**config.mk**
```make
export PLATFORM = sky130hd
export DESIGN_NAME = dpb_apb_ctrl
export DESIGN_NICKNAME = d
export VERILOG_FILES = /design/src/rtl/dpb_apb_ctrl_pkg.sv /design/src/rtl/dpb_apb_ctrl.sv
export SDC_FILE = /design/constraint.sdc
export NUM_CORES = 1
export LEC_CHECK = 0
export ABC_AREA = 1
export CAP_MARGIN = 15
export CORE_MARGIN = 4
export CORE_UTILIZATION = 43
export CTS_CLUSTER_DIAMETER = 80
export CTS_CLUSTER_SIZE = 30
export DETAILED_ROUTE_END_ITERATION = 8
export PLACE_DENSITY = 0.81
export SYNTH_ARGS = -nofsm -noshare
export SYNTH_HDL_FRONTEND = slang
export SYNTH_SLANG_ARGS = --single-unit
```
**constraint.sdc**
```tcl
create_clock -name clk_i -period 2.2 [get_ports clk_i]
set_input_delay 0.33 -clock clk_i [delete_from_list [all_inputs] [get_ports clk_i]]
set_output_delay 0.33 -clock clk_i [all_outputs]
set_load 0.02 [all_outputs]
```
**src/rtl/dpb_apb_ctrl_pkg.sv**
```systemverilog
// Shared types and constants for the APB front end of the 128x16 dual-port
// block RAM (port A side).
package dpb_apb_pkg;

  typedef enum logic [2:0] {
    S_IDLE,
    S_RD_WAIT,
    S_RD_CAP,
    S_RESP,
    S_FILL
  } state_e;

  localparam logic [9:0] ADDR_CTRL     = 10'h200;
  localparam logic [9:0] ADDR_STATUS   = 10'h204;
  localparam logic [9:0] ADDR_ERR_BASE = 10'h208;

  localparam int RAM_DEPTH = 128;
  localparam int RAM_AW    = 7;

  // APB byte address to word index; the two lowest address bits are ignored.
  function automatic logic [7:0] word_of(input logic [9:0] addr);
    return addr[9:2];
  endfunction

endpackage

```
**src/rtl/dpb_apb_ctrl.sv**
```systemverilog
// APB slave driving port A of the 128x16 dual-port block RAM.
// CPU reads/writes of the RAM window become RAM port accesses (reads stretched
// with wait states to cover the RAM read latency); a fill engine can write one
// 16-bit value to all 128 words.
//
// Ports
//   clk_i, reset_i        system clock, async active-high reset
//   psel_i, penable_i,
//   pwrite_i, paddr_i,
//   pwdata_i              APB request
//   prdata_o, pready_o,
//   pslverr_o             APB response (all registered)
//   ram_ad_o, ram_din_o,
//   ram_wre_o, ram_ce_o   RAM port A command
//   ram_oce_o, ram_reset_o  tied 1 / 0
//   ram_dout_i            RAM port A read data
//
// state     | meaning
// ----------+-----------------------------------------------------------
// S_IDLE    | no RAM activity; decodes each APB setup phase
// S_RD_WAIT | read issued; counting down the remaining RAM latency
// S_RD_CAP  | ram_dout valid; capture into prdata
// S_RESP    | pready high for the read
// S_FILL    | fill engine writing ram_ad = 0..127, one word per cycle
module dpb_apb_ctrl
  import dpb_apb_pkg::*;
#(
  parameter int RD_LATENCY = 1
) (
  input  logic                clk_i,
  input  logic                reset_i,
  input  logic                psel_i,
  input  logic                penable_i,
  input  logic                pwrite_i,
  input  logic [9:0]          paddr_i,
  input  logic [31:0]         pwdata_i,
  output logic [31:0]         prdata_o,
  output logic                pready_o,
  output logic                pslverr_o,
  output logic [RAM_AW-1:0]   ram_ad_o,
  output logic [15:0]         ram_din_o,
  output logic                ram_wre_o,
  output logic                ram_ce_o,
  output logic                ram_oce_o,
  output logic                ram_reset_o,
  input  logic [15:0]         ram_dout_i
);

  localparam logic [1:0] WAIT_INIT = 2'(RD_LATENCY - 1);

  state_e              state_q;
  logic [31:0]         prdata_q;
  logic                pready_q;
  logic                pslverr_q;
  logic                ram_ce_q;
  logic                ram_wre_q;
  logic [RAM_AW-1:0]   ram_ad_q;
  logic [15:0]         ram_din_q;
  logic                busy_q;
  logic                done_q;
  logic [1:0]          wait_q;

  logic [7:0]          word;
  logic                sel_ram;
  logic                sel_ctrl;
  logic                sel_status;
  logic                sel_err;
  logic                fill_last;
  logic                ram_go;
  logic                reg_go;
  logic                unused_addr;

  assign word        = word_of(paddr_i);
  assign sel_ram     = ~paddr_i[9];
  assign sel_ctrl    = (word == ADDR_CTRL[9:2]);
  assign sel_status  = (word == ADDR_STATUS[9:2]);
  assign sel_err     = paddr_i[9] & (word >= ADDR_ERR_BASE[9:2]);
  assign unused_addr = ^paddr_i[1:0];

  assign fill_last = (state_q == S_FILL) && (ram_ad_q == RAM_AW'(RAM_DEPTH - 1));

  // Outputs are registered, so requests are decoded in the setup phase and
  // become visible in the first access cycle. A RAM access held off by the
  // fill is launched on the last fill cycle, whatever phase APB is in.
  assign ram_go = psel_i & sel_ram &
                  (((state_q == S_IDLE) & ~penable_i) | fill_last);
  assign reg_go = psel_i & ~penable_i & ~sel_ram &
                  ((state_q == S_IDLE) | (state_q == S_FILL));

  always_ff @(posedge clk_i or posedge reset_i) begin
    if (reset_i) begin
      state_q   <= S_IDLE;
      prdata_q  <= '0;
      pready_q  <= 1'b0;
      pslverr_q <= 1'b0;
      ram_ce_q  <= 1'b0;
      ram_wre_q <= 1'b0;
      ram_ad_q  <= '0;
      ram_din_q <= '0;
      busy_q    <= 1'b0;
      done_q    <= 1'b0;
      wait_q    <= '0;
    end else begin
      pready_q  <= 1'b0;
      pslverr_q <= 1'b0;

      case (state_q)
        S_IDLE: begin
          ram_ce_q  <= 1'b0;
          ram_wre_q <= 1'b0;
        end
        S_RD_WAIT: begin
          ram_ce_q <= 1'b0;
          if (wait_q == 2'd0) state_q <= S_RD_CAP;
          else                wait_q  <= wait_q - 2'd1;
        end
        S_RD_CAP: begin
          prdata_q <= {16'h0, ram_dout_i};
          pready_q <= 1'b1;
          state_q  <= S_RESP;
        end
        S_RESP: begin
          state_q <= S_IDLE;
        end
        S_FILL: begin
          if (fill_last) begin
            ram_ce_q  <= 1'b0;
            ram_wre_q <= 1'b0;
            busy_q    <= 1'b0;
            done_q    <= 1'b1;
            state_q   <= S_IDLE;
          end else begin
            ram_ad_q <= ram_ad_q + RAM_AW'(1);
          end
        end
        default: state_q <= S_IDLE;
      endcase

      if (ram_go) begin
        ram_ce_q  <= 1'b1;
        ram_wre_q <= pwrite_i;
        ram_ad_q  <= paddr_i[8:2];
        if (pwrite_i) begin
          ram_din_q <= pwdata_i[15:0];
          pready_q  <= 1'b1;
        end else begin
          wait_q  <= WAIT_INIT;
          state_q <= S_RD_WAIT;
        end
      end

      if (reg_go) begin
        pready_q  <= 1'b1;
        pslverr_q <= sel_err;
        prdata_q  <= (sel_status && !pwrite_i) ? {30'h0, done_q, busy_q} : 32'h0;
        if (sel_status && pwrite_i && pwdata_i[1]) done_q <= 1'b0;
        // Start is placed after the done-clear so it wins if both apply.
        if (sel_ctrl && pwrite_i && pwdata_i[0] && !busy_q) begin
          busy_q    <= 1'b1;
          done_q    <= 1'b0;
          state_q   <= S_FILL;
          ram_ce_q  <= 1'b1;
          ram_wre_q <= 1'b1;
          ram_ad_q  <= '0;
          ram_din_q <= pwdata_i[31:16];
        end
      end
    end
  end

  assign prdata_o    = prdata_q;
  assign pready_o    = pready_q;
  assign pslverr_o   = pslverr_q;
  assign ram_ce_o    = ram_ce_q;
  assign ram_wre_o   = ram_wre_q;
  assign ram_ad_o    = ram_ad_q;
  assign ram_din_o   = ram_din_q;
  assign ram_oce_o   = 1'b1;
  assign ram_reset_o = 1'b0;

endmodule
```
=== Word level (Yosys, flattened, before mapping) ===
Cells that the tools add are included.

* Equal/unequal tests: 6
* Multiplexer cells: 47
* Reductions and logical operators: 13
* Order comparisons: 1
* $add $sub $neg: 2
* Bitwise gates (word level): 11

{| class="wikitable"
|+ Operators with widths
! kind !! count
|-
| 16-bit 2-to-1 mux || 4
|-
| 32-bit 2-to-1 mux || 2
|-
| 7-bit 2-to-1 mux || 5
|-
| 1-bit 2-to-1 mux || 22
|-
| 3-bit 2-to-1 mux || 6
|-
| 8-bit == test (second input constant) || 2
|-
| 3-bit case mux with 4 select lines || 1
|-
| 2-bit 2-to-1 mux || 5
|-
| 8-bit >= comparator (second input constant) || 1
|-
| 7-bit by 1-bit adder with 7-bit output (second input constant) || 1
|-
| 1-bit AND || 7
|-
| 7-bit == test (second input constant) || 1
|-
| 1-bit logical AND || 7
|-
| 1-bit case mux with 2 select lines || 2
|-
| 3-bit by 1-bit == test with 1-bit output (second input constant) || 1
|-
| 3-bit by 2-bit == test with 1-bit output (second input constant) || 1
|-
| 3-bit == test (second input constant) || 1
|-
| 3-bit zero test || 1
|-
| 1-bit zero test || 2
|-
| 2-bit zero test || 1
|-
| 1-bit inverter || 2
|-
| 1-bit bitwise OR || 2
|-
| 2-bit nonzero test || 1
|-
| 2-bit OR reduction || 1
|-
| 2-bit by 1-bit subtractor with 2-bit output (second input constant) || 1
|}

* Logic and storage cells: 91
* Bits in registers: 66
* Bits of input ports: 63
* Output and inout bits: 61

=== Depth between registers and ports, before layout ===
* Word-level depth: 8
* Mapped depth: 11
* Depth with buffers taken out: 10

=== Worst setup path before layout ===
No wires, ideal clock.

* Kind: flip-flop to flip-flop
* Start point: register ram_ad_q[0] (netlist: ram_ad_o[0])
* End point: register ram_din_q[10] (netlist: ram_din_o[10])
* Library setup time: 0.117 ns
* Buffers on the path: 1
* Arrival time: 1.579 ns
* Path slack: 0.504 ns
* Clock period less this slack: 1.696 ns
* Stages on the path, launching flop included: 12
* Path through: dfrtp_1 ha_1 nand3_2 nor2_4 nand2_4 nand2_8 nand2_8 buf_6 nand2_1 nand2_1 nand2_1 nand2_1

* Cells in the longest elaborated chain, start to end: 7

{| class="wikitable"
|+ Ends and longest elaborated chain
! item !! line !! RTL
|-
| start, declared || dpb_apb_ctrl.sv:57 || <nowiki>logic [RAM_AW-1:0] ram_ad_q;</nowiki>
|-
| start signal, assigned || dpb_apb_ctrl.sv:133 || <nowiki>ram_ad_q <= ram_ad_q + RAM_AW'(1);</nowiki>
|-
| start signal, assigned || dpb_apb_ctrl.sv:142 || <nowiki>ram_ad_q <= paddr_i[8:2];</nowiki>
|-
| 7-bit == test * || dpb_apb_ctrl.sv:80 || <nowiki>assign fill_last = (state_q == S_FILL) && (ram_ad_q == RAM_AW'(RAM_DEPTH - 1));</nowiki>
|-
| 1-bit logical AND * || dpb_apb_ctrl.sv:80 ||
|-
| 1-bit bitwise OR * || dpb_apb_ctrl.sv:86 || <nowiki>(((state_q == S_IDLE) & ~penable_i) | fill_last);</nowiki>
|-
| 1-bit AND * || dpb_apb_ctrl.sv:85 || <nowiki>assign ram_go = psel_i & sel_ram &</nowiki>
|-
| 16-bit 2-to-1 mux * || dpb_apb_ctrl.sv:139 || <nowiki>if (ram_go) begin</nowiki>
|-
| 16-bit 2-to-1 mux || dpb_apb_ctrl.sv:158 || <nowiki>if (sel_ctrl && pwrite_i && pwdata_i[0] && !busy_q) begin</nowiki>
|-
| 16-bit 2-to-1 mux * || dpb_apb_ctrl.sv:152 || <nowiki>if (reg_go) begin</nowiki>
|-
| end signal, assigned || dpb_apb_ctrl.sv:144 || <nowiki>ram_din_q <= pwdata_i[15:0];</nowiki>
|-
| end signal, assigned || dpb_apb_ctrl.sv:165 || <nowiki>ram_din_q <= pwdata_i[31:16];</nowiki>
|-
| end, declared || dpb_apb_ctrl.sv:58 || <nowiki>logic [15:0] ram_din_q;</nowiki>
|}

Mark *: on every way between the ends. The rest lies on a longest branch, timed or not.
A chain may end at the register's enable or synchronous reset.

=== Worst setup path in the final report ===
* Start point: register ram_ad_q[0] (netlist: ram_ad_o[0])
* End point: register wait_q[0]

* Cells in the longest elaborated chain, start to end: 5

{| class="wikitable"
|+ Ends and longest elaborated chain
! item !! line !! RTL
|-
| 7-bit == test || dpb_apb_ctrl.sv:80 ||
|-
| 1-bit logical AND || dpb_apb_ctrl.sv:80 ||
|-
| 1-bit bitwise OR || dpb_apb_ctrl.sv:86 ||
|-
| 1-bit AND || dpb_apb_ctrl.sv:85 ||
|-
| 2-bit 2-to-1 mux || dpb_apb_ctrl.sv:139 ||
|-
| end signal, assigned || dpb_apb_ctrl.sv:115 || <nowiki>else wait_q <= wait_q - 2'd1;</nowiki>
|-
| end, declared || dpb_apb_ctrl.sv:61 || <nowiki>logic [1:0] wait_q;</nowiki>
|}

Every way passes these cells.

==> flow_metrics.tcl <==
set metrics [dict create \
    hold_viol_final 0 \
    detailedPlacementHpwl_microns 5890 \
    path_max_fanout 28 \
    layout.nets 545 \
    nFillCells 572 \
    worstSetupEndpointType "flop" \
    post_synthesis_instance_total 375 \
    ys_dominant_reg_cell "sky130_fd_sc_hd__dfrtp_1" \
    most_common_library_cell_in_the_layout_ignoring_fill_and_taps "sky130_fd_sc_hd__nand2_1" \
    placeable_core_region_sq_um 6420 \
    ys_ff_latch 50 \
    most_used_routing_layer "met2" \
    min_path_type "input pin to asynchronous set/reset pin" \
    clock_insertion_delay_worst_skew_ps 320 \
    cts_hold_buf 0 \
    viasPerCell 4.93 \
    cp-start-kind "flop" \
    globalRoute.totalOverflow 0 \
    core.rowCount 29 \
    yosysWarnings 0 \
    power_density_nw_per_um2 1150 \
    routabilityCongestion 0.804 \
    layout-area-overhead-vs-synth_pct 40.8 \
    clock_tree.root_cell "sky130_fd_sc_hd__clkbuf_8" \
    grt_pass1_vias 2719 \
    drt-pass1-iter-count 5 \
    number_of_resized_instances_in_the_post_cts_repair_step 0 \
    arrival_time_worst_endpoint_ps 2130 \
    h_tree_depth_reported_by_cts 2 \
    max_cap_viol_count 0 \
    vias 2754 \
    cts-buffers-inserted 5 \
    global_route_wire_length_before_repair_microns 12900 \
    drt_iter0_drc 175 \
    r2r_start "ram_ad_o[0]" \
    synth_async_sr_flop_share 1.00 \
    synth_seq_area_share 0.433 \
    cts_sinks 50 \
    met2_use_gr 0.359 \
    dieHeight_microns 90.0 \
    floorplan.die_area_sq_um 8090 \
    clk_pin_slew_worst_paths_ps 110 \
    cts_max_path_buffers 2 \
    multi_input_comb_area_sq_um 1390 \
    detail_route.drc_violations 0 \
    layout.area.seq_sq_um 1250 \
    unrepaired_setup_endpoints_after_global_routing "no" \
    number_of_antenna_violations_at_the_first_check_in_global_routing 0 \
    route.antenna.remaining_nets 0 \
    synth.cell_area_sq_um 2890 \
    synthesis.area_per_instance_sq_um 7.70 \
    slew_viol_final 0 \
    outcome "finished clean" \
    required_ps 2420 \
    grt_max_degree 51 \
    setup.worst_path.class "flop to flop" \
    period_needed_ps 1910 \
    finalClockSkew_ps 9.91 \
    timing.final.setup_violations 0 \
    gr-usage-met1 0.219 \
    max_freq_ghz 0.522 \
    timing.critical_path.from "ram_ad_o[0]" \
    final_cell_mix "sky130_fd_sc_hd__nand2_1, sky130_fd_sc_hd__clkdlybuf4s50_1, sky130_fd_sc_hd__dfrtp_1" \
    synth_edf_count 0 \
    chipWidth_microns 90.0 \
    pin_count 124 \
    total_leakage_power_nw 2.06 \
    wire_per_inst_microns 14.2 \
    grt_util_met3 0.0426 \
    setup_tns_ps 0 \
    floorplan.initialDensity 0.450 \
    post_route_cells_drive_above_1_share 0.0954 \
    globalRouteTotalUtil 0.193 \
    cts_tree "done" \
    peakVddDrop_v 0.000659 \
    postRouteWirelength_microns 7940 \
    crit_share_post_route 0.870 \
    count_of_buffers_from_port_buffering 103 \
    diodes 0 \
    cts_setup_buffers 0 \
    post_synth_num_cell_types 36 \
    timing.hold.ws_ps 360 \
]
## logic make-up after synthesis
group                    share of synthesized area
other                                      0.00260
XOR/XNOR                                   0.00910
adder cells (fa/ha/maj)                    0.00433
flip-flops                                   0.433
AND/OR/NAND/NOR                              0.361
AO/OA/AOI/OAI                               0.0819
buffers and inverters                        0.108
## routing by layer
layer,vias up,wire [microns]
met2,92,4170
li1,1366,-
met5,-,0
met4,0,120
met1,1282,3170
met3,14,485
## sequential cells by signal, summed over array words and instances, names as in the netlist
name and flops:
ram_ad_o 7, prdata_o 16, pslverr_o 1, ram_din_o 16, done_q 1, ram_wre_o 1, wait_q 2, pready_o 1
ram_ce_o 1, busy_q 1, state_q 3
## layout make-up
type / count / share of cell area
Clock buffer: 5 / 0.0169
Clock inverter: 3 / 0.0117
Sequential cell: 50 / 0.308
Inverter: 23 / 0.0225
Timing Repair Buffer: 114 / 0.277
Multi-Input combinational cell: 287 / 0.341
Tap cell: 77 / 0.0237
## cells in the mapped netlist (all sizes together), types with 3 or more instances
master | n | share of area
nor2 | 26 | 0.044
nand3 | 35 | 0.064
nor3 | 3 | 0.0091
a22o | 14 | 0.042
dfrtp | 50 | 0.43
inv | 23 | 0.032
or2 | 6 | 0.013
o211ai | 3 | 0.0078
buf | 29 | 0.074
a21oi | 3 | 0.0065
o21ai | 9 | 0.017
nand2 | 161 | 0.23
## worst max-delay path, stage by stage (launching register included)
cell and delay (ps):
sky130_fd_sc_hd__dfrtp_1 480, sky130_fd_sc_hd__ha_1 240, sky130_fd_sc_hd__nand3_2 150, sky130_fd_sc_hd__nor2_4 130
sky130_fd_sc_hd__nand2_4 100, sky130_fd_sc_hd__nand2_8 150, sky130_fd_sc_hd__nand2_8 160, sky130_fd_sc_hd__inv_2 140
sky130_fd_sc_hd__nand2_1 110, sky130_fd_sc_hd__nand3_1 90, sky130_fd_sc_hd__nand2_1 60
## through the flow
stage	setup slack, ps	utilization	cell area [sq um]	total power [mW]	cells
after floorplan	504	-	2950	2.98	391
after global placement	243	0.615	3950	3.92	551
after detailed placement	248	0.615	3950	4.01	551
after CTS	281	0.633	4070	4.71	559
after global routing	148	0.633	4070	4.98	559
final	286	0.633	4070	4.67	559
## worst paths after layout
path,endpoint,slack (ps),cells after the start
max,wait_q[0],290,10
min,prdata_o[3],360,3
max reg2reg,wait_q[0],290,10
min reg2reg,prdata_o[9],510,1
max in group asynchronous,ram_din_o[8],1600,3
min in group clk_i,prdata_o[9],510,1
## power breakdown
| group | total (mW) | leakage (nW) | switching (mW) | internal, mW |
|---|---|---|---|---|
| logic | 2.42 | 1.38 | 1.28 | 1.14 |
| clock network | 0.685 | 0.0587 | 0.340 | 0.345 |
| registers | 1.57 | 0.625 | 0.301 | 1.27 |
| total | 4.67 | 2.06 | 1.92 | 2.75 |
Note: power is estimated with default switching activity, not from simulation.
